### config.mk
export PLATFORM = sky130hd
export DESIGN_NAME = factorial_engine
export DESIGN_NICKNAME = d
export VERILOG_FILES = /design/src/rtl/factorial_engine.sv
export SDC_FILE = /design/constraint.sdc
export NUM_CORES = 1
export LEC_CHECK = 0
export CAP_MARGIN = 20
export CORE_ASPECT_RATIO = 0.7
export CORE_MARGIN = 2
export CORE_UTILIZATION = 30
export DETAILED_ROUTE_END_ITERATION = 7
export SYNTH_ARGS = -nofsm -noshare
export SYNTH_HDL_FRONTEND = slang
export SYNTH_SLANG_ARGS = --single-unit
### constraint.sdc
create_clock -name clk -period 6.9 [get_ports clk]
set_clock_uncertainty 0.15 [all_clocks]
set_input_delay 1.38 -clock clk [delete_from_list [all_inputs] [get_ports clk]]
set_output_delay 1.38 -clock clk [all_outputs]
set_load 0.01 [all_outputs]
### src/rtl/factorial_engine.sv
// Multi-cycle n! mod 2^WIDTH engine: a down-counter sequenced through a
// shift-add multiplier, with a start/done handshake and sticky overflow.
//
// state | meaning
// IDLE  | ready=1, waiting for start
// MUL   | WIDTH-cycle shift-add of mcnd*mplr into prod
// DEC   | cnt <= cnt-1, choose next factor or finish
// DONE  | publish result/overflow, pulse done for one cycle
module factorial_engine #(
  parameter int WIDTH = 32
) (
  input  logic             clk,
  input  logic             rst_n,
  input  logic             start,
  input  logic [WIDTH-1:0] n,
  output logic             ready,
  output logic             done,
  output logic [WIDTH-1:0] result,
  output logic             overflow
);

  localparam int BW = $clog2(WIDTH) + 1;

  typedef enum logic [1:0] {
    IDLE = 2'd0,
    MUL  = 2'd1,
    DEC  = 2'd2,
    DONE = 2'd3
  } state_t;

  state_t             state;
  logic [WIDTH-1:0]   cnt;
  logic [WIDTH-1:0]   acc;
  logic [WIDTH-1:0]   mcnd;
  logic [WIDTH-1:0]   mplr;
  logic [2*WIDTH-1:0] prod;
  logic [BW-1:0]      bitc;
  logic               ovf;

  // Stand-in for the downstream subtractor, driven with (cnt, 1).
  logic [WIDTH-1:0]   cnt_m1;
  assign cnt_m1 = cnt - WIDTH'(1);

  logic [2*WIDTH-1:0] addend;
  logic [2*WIDTH-1:0] prod_nxt;
  logic               last_bit;

  assign addend   = mplr[0] ? ({{WIDTH{1'b0}}, mcnd} << bitc) : '0;
  assign prod_nxt = prod + addend;
  assign last_bit = (bitc == BW'(WIDTH - 1));

  always_ff @(posedge clk or negedge rst_n) begin
    if (!rst_n) begin
      state    <= IDLE;
      cnt      <= '0;
      acc      <= '0;
      mcnd     <= '0;
      mplr     <= '0;
      prod     <= '0;
      bitc     <= '0;
      ovf      <= 1'b0;
      ready    <= 1'b1;
      done     <= 1'b0;
      result   <= '0;
      overflow <= 1'b0;
    end else begin
      case (state)
        IDLE: begin
          if (start && ready) begin
            cnt   <= n;
            acc   <= WIDTH'(1);
            ovf   <= 1'b0;
            ready <= 1'b0;
            if (n <= WIDTH'(1)) begin
              state <= DONE;
            end else begin
              mcnd  <= WIDTH'(1);
              mplr  <= n;
              prod  <= '0;
              bitc  <= '0;
              state <= MUL;
            end
          end
        end

        MUL: begin
          prod <= prod_nxt;
          mplr <= mplr >> 1;
          bitc <= bitc + BW'(1);
          if (last_bit) begin
            acc   <= prod_nxt[WIDTH-1:0];
            ovf   <= ovf | (|prod_nxt[2*WIDTH-1:WIDTH]);
            state <= DEC;
          end
        end

        DEC: begin
          cnt <= cnt_m1;
          // A zero accumulator stays zero, so stop multiplying early.
          if ((acc == '0) || (cnt_m1 == WIDTH'(1))) begin
            state    <= DONE;
            done     <= 1'b1;
            result   <= acc;
            overflow <= ovf;
          end else begin
            mcnd  <= acc;
            mplr  <= cnt_m1;
            prod  <= '0;
            bitc  <= '0;
            state <= MUL;
          end
        end

        DONE: begin
          // Trivial jobs (n<=1) arrive here with done low and publish one cycle later.
          if (done) begin
            done  <= 1'b0;
            ready <= 1'b1;
            state <= IDLE;
          end else begin
            done     <= 1'b1;
            result   <= acc;
            overflow <= ovf;
          end
        end

        default: state <= IDLE;
      endcase
    end
  end

endmodule
==> results.md <==
- Via density: 5.581
- Post-Syn Instances: 2,233
- Post-layout nets: 2,317
- Final Util: around 34%
- Detailed Routing Iterations Pass 1: 5
- Crit path time final: about 6.7 ns
- Critical R2R Capture: ovf$_DFFE_PN0P_
- DRT Wirelength: 64,990 µm
- Crit path max fanout: 20
- Status: finished, final reports clean
- Mapped Area: 0.01798 mm²
- CTS Buffer Depth: 3
- Via Count: 16,970
- Initial core utilization: 30.18%
- Post-synth EDFFs: 0
- Peak VDD IR: about 0.29 mV
- Clk pin slew, worst setup/hold paths: approximately 0.060 ns
- Post-DRT Antenna Nets: 0
- I/O pin cnt: 70
- FF-to-FF setup slack: 0.20 ns
- PwrDens: 409.6 mW/mm²
- Predominant post-synthesis flop cell: dfrtp_1
- Worst EP required: 7.21 ns
- Final hold violation count: 0
- Place WS: between 0.05 and 0.06 ns
- TritonCTS clock tree: built
- Arrival @ worst endpoint: 7.02 ns
- Final setup fails: 0
- I/O Buffers: between 60 and 70
- Routed len/inst: 21.38 µm
- Hold Crit Depth: 2
- Hold path start: prod[40]$_DFFE_PN0P_
- Area growth syn-to-layout: 13.74%
- Die Ht: 208.8 µm
- Full die area: approximately 0.062 mm²
- Remaining Overflow, GRT: 0
- Clk sinks: 236
- GPL Wtd Cong: 0.9997
- GRT Total Usage: between 20% and 30%
- Hold endpoint: prod[40]$_DFFE_PN0P_
- RSZ-0062 raised after global routing: no
- #FFs+latches synth: 236
- Async set-reset flop share out of synthesis: 100.0%
- Largest net degree at the start of global routing: 83
- Pleak: between 8 and 9 nW
- CTS H-Tree Depth: 1
- Post-synthesis sequential area ratio: between 30 and 40%
- Detailed placement HPWL: 49,030 µm
- Initial antenna violation count: 3
- Setup Crit Path Kind: reg2reg
- Vias in the first global route: 15,930
- Synthesized area per cell: about 8.1 µm²
- CP Capture Type: flop
- Layout cells sized above 1: ~7.2%
- Hold Buf Count CTS: 0
- Crit path launch type: flop
- DRT iter0 DRCs: 1,771
- Global-route wire length before repair: 99,590 µm
- Final total power: 0.008376 W
- Fin crit share: 97.15%
- Max-Cap Viols: 0
- Root buf cell: clkbuf_16
- Relative slew slack: between 30% and 40%
- Synthesized Nets: 2,340
- Synth unique cells: 77
- Residual DRC: 0
- Min-delay worst type: reg2reg
- Max frequency: ~150 MHz
- Num CTS Buffers: 29
- Fin. max-slew vios: 0
- Fin worst setup slack: 0.1967 ns
- Synthesis Warnings: 0
- Core ar.: between 0.05 and 0.06 mm²
- Die W: 296.6 µm
- Worst r2r src: bitc[0]$_DFFE_PN0P_
- Least-Margin Pin Slew: 0.9509 ns
- Row count: 75
- R2R depth: 21
- Clk_lat worst skew: 0.61 ns
-- cells by family after synthesis --
kind of cell             after synthesis  synth area share [%]
XOR/XNOR                              83                 4.043
adder cells (fa/ha/maj)               72                 5.052
buffers and inverters                224                 5.156
AO/OA/AOI/OAI                        625                 20.52
multiplexers                         160                 11.08
AND/OR/NAND/NOR                      833                 21.29
flip-flops                           236                 32.85
-- per-layer routing --
layer	global-route usage, %	routed length, µm	up-vias	part of all wire (%)
met5	0	0	-	0
met4	3.326	1018	0	1.6
met3	6.445	7065	74	11
met2	26.85	24630	719	38
met1	32.87	32270	8226	50
li1	-	-	7946	-
-- cell type report --
cell class	count	area (µm²)
Inverter	64	240.2
Sequential cell	236	5914
Clock inverter	17	255.2
Multi-Input combinational cell	1773	11200
Timing Repair Buffer	106	1027
Antenna cell	1	2.502
Clock buffer	35	798.3
Fill cell	6177	39140
Tap cell	808	1011
-- worst max path at each step --
stage,end,start,cells after the start
global route,ovf$_DFFE_PN0P_,bitc[0]$_DFFE_PN0P_,22
detailed placement,ovf$_DFFE_PN0P_,bitc[0]$_DFFE_PN0P_,20
floorplan,ovf$_DFFE_PN0P_,bitc[0]$_DFFE_PN0P_,21
global placement,ovf$_DFFE_PN0P_,bitc[0]$_DFFE_PN0P_,19
finish,ovf$_DFFE_PN0P_,bitc[0]$_DFFE_PN0P_,21
CTS,ovf$_DFFE_PN0P_,bitc[0]$_DFFE_PN0P_,20
-- power by group --
group          total, W  internal [W]  leakage, nW  switching [W]
logic           0.00417       0.00153         4.54        0.00263
registers       0.00248       0.00189         3.14       0.000586
clock network   0.00173       0.00105        0.521       0.000687
total           0.00838       0.00447         8.20        0.00391
-- sequential cells by signal, summed over array words and instances, names as in the netlist --
signal / count
bitc: 6
state: 2
result: 32
ready: 1
prod: 64
mcnd: 32
done: 1
acc: 32
overflow: 1
ovf: 1
mplr: 32
cnt: 32
-- cells in the mapped netlist, types with 9 or more instances --
library cell / instances / area [µm²]
a211oi_1: 17 / 127.6
a21o_1: 17 / 127.6
a21oi_1: 141 / 705.7
a22oi_1: 18 / 135.1
a31oi_1: 13 / 81.33
and2_1: 24 / 150.1
and3_1: 9 / 56.30
buf_1: 14 / 52.55
buf_2: 15 / 75.07
buf_6: 9 / 101.4
clkbuf_1: 122 / 457.9
dfrtp_1: 235 / 5881
ha_1: 71 / 888.4
inv_1: 63 / 236.5
mux2_1: 40 / 450.4
mux2_2: 23 / 259.0
mux2i_1: 72 / 720.7
mux4_2: 25 / 563.0
nand2_1: 388 / 1456
nand3_1: 42 / 210.2
nand4_1: 28 / 175.2
nor2_1: 169 / 634.4
nor2b_1: 19 / 118.9
nor3_1: 40 / 200.2
nor4_1: 32 / 200.2
o211ai_1: 19 / 142.6
o21a_1: 17 / 127.6
o21ai_0: 166 / 830.8
o21ai_1: 111 / 555.5
o22ai_1: 29 / 181.4
o31ai_1: 16 / 120.1
or3_1: 27 / 168.9
or4_1: 9 / 67.56
xnor2_1: 52 / 455.4
xor2_1: 31 / 271.5
-- worst max-delay path, stage by stage, from the launching register on --
cell and delay (ns):
dfrtp_4 0.58, buf_12 0.21, mux4_2 0.53, mux2_2 0.31
o21ai_0 0.46, nor2_1 0.08, nor2_1 0.19, nor2_1 0.11
ha_1 0.45, nand2_1 0.24, a211oi_1 0.30, o31ai_1 0.18
a2111oi_0 0.34, buf_1 0.25, buf_4 0.17, nor3_1 0.07
o21bai_1 0.36, xor2_1 0.27, or4_1 0.54, nand4b_1 0.20
nor4b_2 0.44, a21oi_1 0.11
-- what timing repair did --
action / CTS / global route
gates resized for setup: 0 / 6
endpoints found under the setup margin: 0 / 1
buffers inserted: 0 / 1
-- per-stage QoR --
stage | hold WS (ns) | setup TNS (ns) | cells | cell area [µm²]
4_1_cts | 0.3400 | 0 | 3037 | 20390
2_1_floorplan | 0.3051 | 0 | 2233 | 17980
5_1_grt | 0.3527 | 0 | 3039 | 20450
6_report | 0.3351 | 0 | 3040 | 20450
3_3_place_gp | 0.3164 | -0.3859 | 2984 | 19330
3_5_place_dp | 0.3265 | 0 | 2985 | 19340
-- placed cells by master (no fill, tap or decap), types with 31 or more instances in the layout --
cell type	synthesis	layout
a21oi_1	141	139
buf_4	0	31
clkdlybuf4s50_1	0	68
dfrtp_1	235	233
ha_1	71	69
inv_1	63	63
mux2_1	40	40
mux2i_1	72	71
nand2_1	388	388
nand3_1	42	42
nor2_1	169	169
nor3_1	40	40
nor4_1	32	32
o21ai_0	166	165
o21ai_1	111	110
xnor2_1	52	52
xor2_1	31	31
(Power assumes the default switching activity.)
